**config.mk**
```make
export PLATFORM = sky130hd
export DESIGN_NAME = reset_sequencer
export DESIGN_NICKNAME = d
export VERILOG_FILES = /design/src/rtl/reset_seq_pkg.sv /design/src/rtl/sync_ff.sv /design/src/rtl/reset_sequencer.sv
export SDC_FILE = /design/constraint.sdc
export NUM_CORES = 1
export LEC_CHECK = 0
export ABC_CLOCK_PERIOD_IN_PS = 2500
export CORE_UTILIZATION = 45
export CTS_CLUSTER_DIAMETER = 40
export CTS_CLUSTER_SIZE = 8
export DETAILED_ROUTE_END_ITERATION = 12
export SLEW_MARGIN = 20
export SYNTH_ARGS = -nofsm -noshare
export SYNTH_HDL_FRONTEND = slang
export SYNTH_HIERARCHICAL = 1
export SYNTH_SLANG_ARGS = --single-unit
```
**constraint.sdc**
```tcl
create_clock -name CLK -period 2.5 [get_ports CLK]
set_clock_uncertainty 0.15 [all_clocks]
set_input_delay 0.5 -clock CLK [delete_from_list [all_inputs] [get_ports CLK]]
set_output_delay 0.5 -clock CLK [all_outputs]
set_load 0.005 [all_outputs]
```
**src/rtl/reset_seq_pkg.sv**
```systemverilog
// Shared types and sizing helpers for the digitizer reset sequencer.
package reset_seq_pkg;

  localparam int SEQ_STATE_W = 3;

  typedef enum logic [SEQ_STATE_W-1:0] {
    S_HOLD      = 3'd0,
    S_WAIT_LOCK = 3'd1,
    S_REL_CORE  = 3'd2,
    S_REL_HMC   = 3'd3,
    S_RUN       = 3'd4
  } seq_state_t;

  // One counter width covers the hold time, the stage spacing and the watchdog.
  function automatic int cnt_width(input int hold_cycles, input int stage_delay,
                                   input int wdog_timeout);
    int m;
    m = hold_cycles;
    if (stage_delay > m) m = stage_delay;
    if (wdog_timeout > m) m = wdog_timeout;
    return $clog2(m + 1);
  endfunction

endpackage

```
**src/rtl/sync_ff.sv**
```systemverilog
// SYNC_STAGES-deep single-bit synchronizer with synchronous reset to 0.
module sync_ff #(
  parameter int SYNC_STAGES = 2
) (
  input  logic clk,
  input  logic rst,
  input  logic d_in,
  output logic q_out
);

  logic [SYNC_STAGES-1:0] sync_q, sync_d;

  always_comb sync_d = {sync_q[SYNC_STAGES-2:0], d_in};

  // NOTE: sequential state uses <= so every flop samples pre-edge values;
  // the chain is reset too so a stale lock or toggle cannot leak past RST.
  always_ff @(posedge clk) begin
    if (rst) sync_q <= '0;
    else     sync_q <= sync_d;
  end

  assign q_out = sync_q[SYNC_STAGES-1];

endmodule

```
**src/rtl/reset_sequencer.sv**
```systemverilog
// Ordered reset release (core, HMC, datapath) after PLL lock, with HMC clock watchdog.
// Optional abort event counter enabled by defining RSTSEQ_EVENT_CNT_EN.
module reset_sequencer
  import reset_seq_pkg::*;
#(
  parameter int HOLD_CYCLES  = 16,
  parameter int STAGE_DELAY  = 1024,
  parameter int WDOG_TIMEOUT = 256,
  parameter int SYNC_STAGES  = 2
) (
  input  logic                   CLK,
  input  logic                   RST,
  input  logic                   SOFT_RST_REQ,
  input  logic                   LOCK_IN,
  input  logic                   HMC_ALIVE_TGL,
  output logic                   RST_CORE,
  output logic                   RST_HMC,
  output logic                   RST_DATAPATH,
  output logic                   SEQ_DONE,
  output logic                   CLK_LOSS,
  output logic [SEQ_STATE_W-1:0] SEQ_STATE
`ifdef RSTSEQ_EVENT_CNT_EN
  ,
  output logic [7:0]             RESEQ_COUNT
`endif
);

  localparam int CW = cnt_width(HOLD_CYCLES, STAGE_DELAY, WDOG_TIMEOUT);
  localparam logic [CW-1:0] HOLD_LAST  = CW'(HOLD_CYCLES - 1);
  localparam logic [CW-1:0] STAGE_LAST = CW'(STAGE_DELAY - 1);
  localparam logic [CW-1:0] WDOG_LAST  = CW'(WDOG_TIMEOUT - 1);

  logic lock_s, tgl_s, tgl_edge;
  logic tgl_dly_q, tgl_dly_d;

  seq_state_t    state_q, state_d;
  logic [CW-1:0] cnt_q, cnt_d, cnt_inc;
  logic [CW-1:0] wdog_q, wdog_d, wdog_inc;
  logic          seen_q, seen_d;
  logic          clk_loss_q, clk_loss_d;
  logic          rst_core_q, rst_core_d;
  logic          rst_hmc_q, rst_hmc_d;
  logic          rst_dp_q, rst_dp_d;
  logic          seq_done_q, seq_done_d;
  logic          wdog_active, wdog_fire, abort_evt;

  sync_ff #(.SYNC_STAGES(SYNC_STAGES)) u_sync_lock (
    .clk(CLK), .rst(RST), .d_in(LOCK_IN), .q_out(lock_s)
  );

  sync_ff #(.SYNC_STAGES(SYNC_STAGES)) u_sync_tgl (
    .clk(CLK), .rst(RST), .d_in(HMC_ALIVE_TGL), .q_out(tgl_s)
  );

  assign tgl_edge = tgl_s ^ tgl_dly_q;

  // NOTE: every variable gets a default first so no path leaves it unassigned
  // (which would infer a latch).
  always_comb begin
    state_d    = state_q;
    cnt_d      = cnt_q;
    clk_loss_d = clk_loss_q;
    abort_evt  = 1'b0;
    tgl_dly_d  = tgl_s;
    cnt_inc    = (cnt_q == '1) ? cnt_q : cnt_q + CW'(1);
    wdog_inc   = (wdog_q == '1) ? wdog_q : wdog_q + CW'(1);
    wdog_active = (state_q == S_REL_HMC) || (state_q == S_RUN);
    wdog_fire   = wdog_active && (wdog_q == WDOG_LAST) && !tgl_edge;

    if (SOFT_RST_REQ) begin
      state_d    = S_HOLD;
      cnt_d      = '0;
      clk_loss_d = 1'b0;
    end else if (!lock_s && (state_q == S_REL_CORE || state_q == S_REL_HMC ||
                             state_q == S_RUN)) begin
      state_d   = S_HOLD;
      cnt_d     = '0;
      abort_evt = 1'b1;
    end else if (wdog_fire) begin
      state_d    = S_HOLD;
      cnt_d      = '0;
      clk_loss_d = 1'b1;
      abort_evt  = 1'b1;
    end else begin
      case (state_q)
        S_HOLD: begin
          if (cnt_q == HOLD_LAST) begin
            state_d = S_WAIT_LOCK;
            cnt_d   = '0;
          end else cnt_d = cnt_inc;
        end
        S_WAIT_LOCK: begin
          if (lock_s) begin
            state_d = S_REL_CORE;
            cnt_d   = '0;
          end
        end
        S_REL_CORE: begin
          if (cnt_q == STAGE_LAST) begin
            state_d = S_REL_HMC;
            cnt_d   = '0;
          end else cnt_d = cnt_inc;
        end
        S_REL_HMC: begin
          if (cnt_q >= STAGE_LAST && (seen_q || tgl_edge)) begin
            state_d = S_RUN;
            cnt_d   = '0;
          end else if (cnt_q < STAGE_LAST) cnt_d = cnt_inc;
        end
        S_RUN: ;
        default: begin
          state_d = S_HOLD;
          cnt_d   = '0;
        end
      endcase
    end

    // Watchdog restarts on any state change and on every toggle edge.
    if ((state_d == S_REL_HMC || state_d == S_RUN) && state_d == state_q && !tgl_edge)
      wdog_d = wdog_inc;
    else
      wdog_d = '0;

    seen_d     = (state_q == S_REL_HMC) && (seen_q || tgl_edge);
    rst_core_d = (state_d == S_HOLD) || (state_d == S_WAIT_LOCK);
    rst_hmc_d  = rst_core_d || (state_d == S_REL_CORE);
    rst_dp_d   = (state_d != S_RUN);
    seq_done_d = (state_d == S_RUN);
  end

  always_ff @(posedge CLK) begin
    if (RST) begin
      state_q    <= S_HOLD;
      cnt_q      <= '0;
      wdog_q     <= '0;
      seen_q     <= 1'b0;
      tgl_dly_q  <= 1'b0;
      clk_loss_q <= 1'b0;
      rst_core_q <= 1'b1;
      rst_hmc_q  <= 1'b1;
      rst_dp_q   <= 1'b1;
      seq_done_q <= 1'b0;
    end else begin
      state_q    <= state_d;
      cnt_q      <= cnt_d;
      wdog_q     <= wdog_d;
      seen_q     <= seen_d;
      tgl_dly_q  <= tgl_dly_d;
      clk_loss_q <= clk_loss_d;
      rst_core_q <= rst_core_d;
      rst_hmc_q  <= rst_hmc_d;
      rst_dp_q   <= rst_dp_d;
      seq_done_q <= seq_done_d;
    end
  end

  assign RST_CORE     = rst_core_q;
  assign RST_HMC      = rst_hmc_q;
  assign RST_DATAPATH = rst_dp_q;
  assign SEQ_DONE     = seq_done_q;
  assign CLK_LOSS     = clk_loss_q;
  assign SEQ_STATE    = state_q;

`ifdef RSTSEQ_EVENT_CNT_EN
  logic [7:0] reseq_cnt_q, reseq_cnt_d;

  always_comb begin
    reseq_cnt_d = reseq_cnt_q;
    if (abort_evt && reseq_cnt_q != 8'hFF) reseq_cnt_d = reseq_cnt_q + 8'd1;
  end

  always_ff @(posedge CLK) begin
    if (RST) reseq_cnt_q <= '0;
    else     reseq_cnt_q <= reseq_cnt_d;
  end

  assign RESEQ_COUNT = reseq_cnt_q;
`else
  // Without the event counter, lock-loss and watchdog aborts are not tallied.
  logic unused_abort_evt;
  assign unused_abort_evt = abort_evt;
`endif

endmodule

```
==> impl_metrics.yaml <==
final_layout:
  utilization_pct: 55.04
  final-seq-area_sq_um: 721.9
  fin_nets: 243
  fillers: 378
  diodes: 0
  area_growth_syn_to_layout_pct: 16.14
  drive_gt1_share_pct: 18.99
  multi_input_area_sq_um: 1111
  finish.instance_area_sq_um: 2233
power:
  power_density_nw_per_um2: 466.8
  peakVddDrop_v: 0.0003865
  p_int_mw: 0.8252
  netSwitchingFraction_pct: 20.85
  seqPwrFrac_pct: 55.8
  switching_power_mw: 0.2174
  clockPowerShare_pct: 39.9
  power.share.combinational_pct: 4.3
  p_leak_nw: 0.8657
placement:
  post_dp_cell_area_sq_um: 2125
  gp_congestion: 0.8589
  post-dp-hpwl_um: 3020
  numPortBuffers: 12
floorplan:
  floorplan.initialDensity_pct: 47.39
  die_w_um: 67.37
  fp.dieH_um: 67.37
  io_pins: 13
  core_area_sq_um: 4058
  rows: 23
  dieArea_sq_um: 4539
worst_setup_path:
  start_kind: "flop"
  endpoint_kind: "flop"
  crit_type: "flop to flop"
  r2r_cells: 7
  cpMaxStageDelayCell: "o41a_1"
  cp_max_fo: 6
  cp.required_ps: 2550
  arrival_ps: 2420
  worstPathCellList: "nand3_2 > o41a_1 > o21ai_2 > o311a_2 > o22ai_2 > buf_4 > nor4b_4"
  critPathMaxStageDelay_ps: 520
sta:
  max-slew-margin-rel_pct: 59.91
  worstMarginPinSlew_ps: 600.2
  timing.hold.ws_ps: 292.1
  tns_ps: 0
  finalHoldViolCount: 0
  fmax_mhz: 422.5
  maxSlewViolCount: 0
  min_period_over_period_pct: 94.66
  min_period_ps: 2367
  grt_setup_unrepaired: "no"
  setup_viol: 0
synthesis:
  yosysMostFrequentCell: "dfxtp_1"
  synth_cells: 211
  synth.area.top_cells: "dfxtp_1 37%, nand2_1 4.9%, nor3_1 3.9%, xnor2_1 3.6%, nor2_1 3.3%"
  synth-simple-area-share_pct: 30.45
  async_flop_share_pct: 0
  synth_top_family_by_area: "simple AND/OR/NAND/NOR gates"
  synth-edff-count: 0
  synth_top_area_cell: "dfxtp_1"
  avgSynthCellArea_sq_um: 9.114
  synth_fa_ha_area_share_pct: 1.301
  synth_top_area_share_pct: 37.48
  synth-xor-area-share_pct: 5.921
  synthesis.nets: 218
  synthTopCellsByCount: "36 x dfxtp_1, 25 x nand2_1, 17 x nor2_1"
  netlist_area_sq_um: 1923
  synth_top_flop_cell: "dfxtp_1"
  synth_cell_types: 56
  synth_mux_area_share_pct: 2.082
  ys_ff_latch: 36
  yosysSeqAreaShare_pct: 37.48
  synth_compound_area_share_pct: 17.89
  yosysWarnings: 6
global_route:
  grt.total_usage_pct: 20.16
  antenna_found_initial: 0
  grt_max_degree: 13
  grt_pass1_wl_um: 6775
  grt_pass1_vias: 1494
  grt-ovfl-total: 0
clocking:
  clk_latency_ps: 290
  clock_sinks: 36
  clk_pin_slew_ps: 70
  postCtsHoldBufs: 0
  clock_path_buffers: 2
  h-tree-depth: 2
  root_buffer: "clkbuf_8"
  cts_tree: "yes"
  cts_made_buffers: 5
min_path:
  hold_class: "flop to flop"
  holdPathStages: 1
routing:
  drt-initial-drc-count: 61
  wire_per_inst_um: 14.06
  dr.pass1.iters: 4
  viasPerCell: 5.624
  ant_nets: 0
  vias: 1614
  totalWireLength_um: 4035
  drc: 0
job:
  maxCapViolCount: 0
outcome:
  status: "finished, final reports clean"
==> power by group through the flow <==
| stage | registers, mW | clock network, mW | logic, mW |
|---|---|---|---|
| 2_1_floorplan | 0.594 | 0 | 0.0261 |
| 3_5_place_dp | 0.595 | 0 | 0.0422 |
| 6_report | 0.582 | 0.416 | 0.0450 |
| 4_1_cts | 0.582 | 0.436 | 0.0426 |
| 3_3_place_gp | 0.595 | 0 | 0.0417 |
| 5_1_grt | 0.582 | 0.457 | 0.0491 |
==> repair_timing <==
action                     CTS  global route
gates resized for setup      0             4
setup endpoints to repair    0            13
setup buffers                0             2
==> placed cells by master (no fill, tap or decap), types with 3 or more instances in the layout <==
cell and instances:
nand2_1 25, o21ai_0 5, dfxtp_1 35, mux2i_1 4, xor2_1 5, xnor2_1 8
clkdlybuf4s50_1 12, nor2_1 17, or2_2 3, nor2b_1 5, inv_1 4, nand4_1 6
and3_1 7, buf_4 15, nand3_1 6, a21oi_1 9, nor3b_1 4, clkbuf_8 6
nor3_1 15
==> layout make-up <==
type / count / share of cell area [%]
sequential: 36 / 32.32
tap: 50 / 2.801
clock buffer: 8 / 4.034
multi-input combinational: 162 / 49.75
timing repair buffer: 27 / 10.42
inverter: 4 / 0.6723
==> routing by layer <==
metal  global-route usage [%]  share of wire [%]  wire length, um  vias up
met3                    5.574                3.0              120        7
met1                    24.33                 46             1866      769
met2                    33.63                 49             1990       17
met4                    7.979                1.4               57        0
li1                         -                  -                -      821
met5                        0                  0                0        -
==> stage by stage <==
step	cells	worst slack, ps	power, mW
after global placement	277	113.6	0.6363
after global routing	287	15.11	1.088
after CTS	285	40.70	1.060
after floorplan	211	291.8	0.6204
final	287	133.4	1.043
after detailed placement	277	59.74	0.6370
==> critical path: cells and delay by family, from the launching register on <==
family                 cells  cell delay [ps]
AO/OA/AOI/OAI              4             1120
flip-flops                 1              440
buffers and inverters      1              180
AND/OR/NAND/NOR            2              390
==> state kept, by name, summed over array words and instances, names as in the netlist, 2 cells and up <==
signal and flops:
cnt_q 11, wdog_q 11, SEQ_STATE 3, u_sync_lock/sync_q 2
u_sync_tgl/sync_q 2
==> cells by family (layout without fill, tap and decap cells) <==
logic type	after synthesis	in the layout
buf+inv	13	39
fa+ha+maj	2	2
flops	36	36
simple gates	103	103
compound gates	40	40
mux	4	4
xor+xnor	13	13
==> path summary, 6_finish.rpt <==
check	from	to	slack, ps
setup reg to reg	cnt_q[4]	wdog_q[1]	130
setup / recovery	cnt_q[4]	wdog_q[1]	130
hold / removal	u_sync_tgl/sync_q[0]	u_sync_tgl/sync_q[1]	290
hold reg to reg	u_sync_tgl/sync_q[0]	u_sync_tgl/sync_q[1]	290
Power figures use the tool's default switching activity.
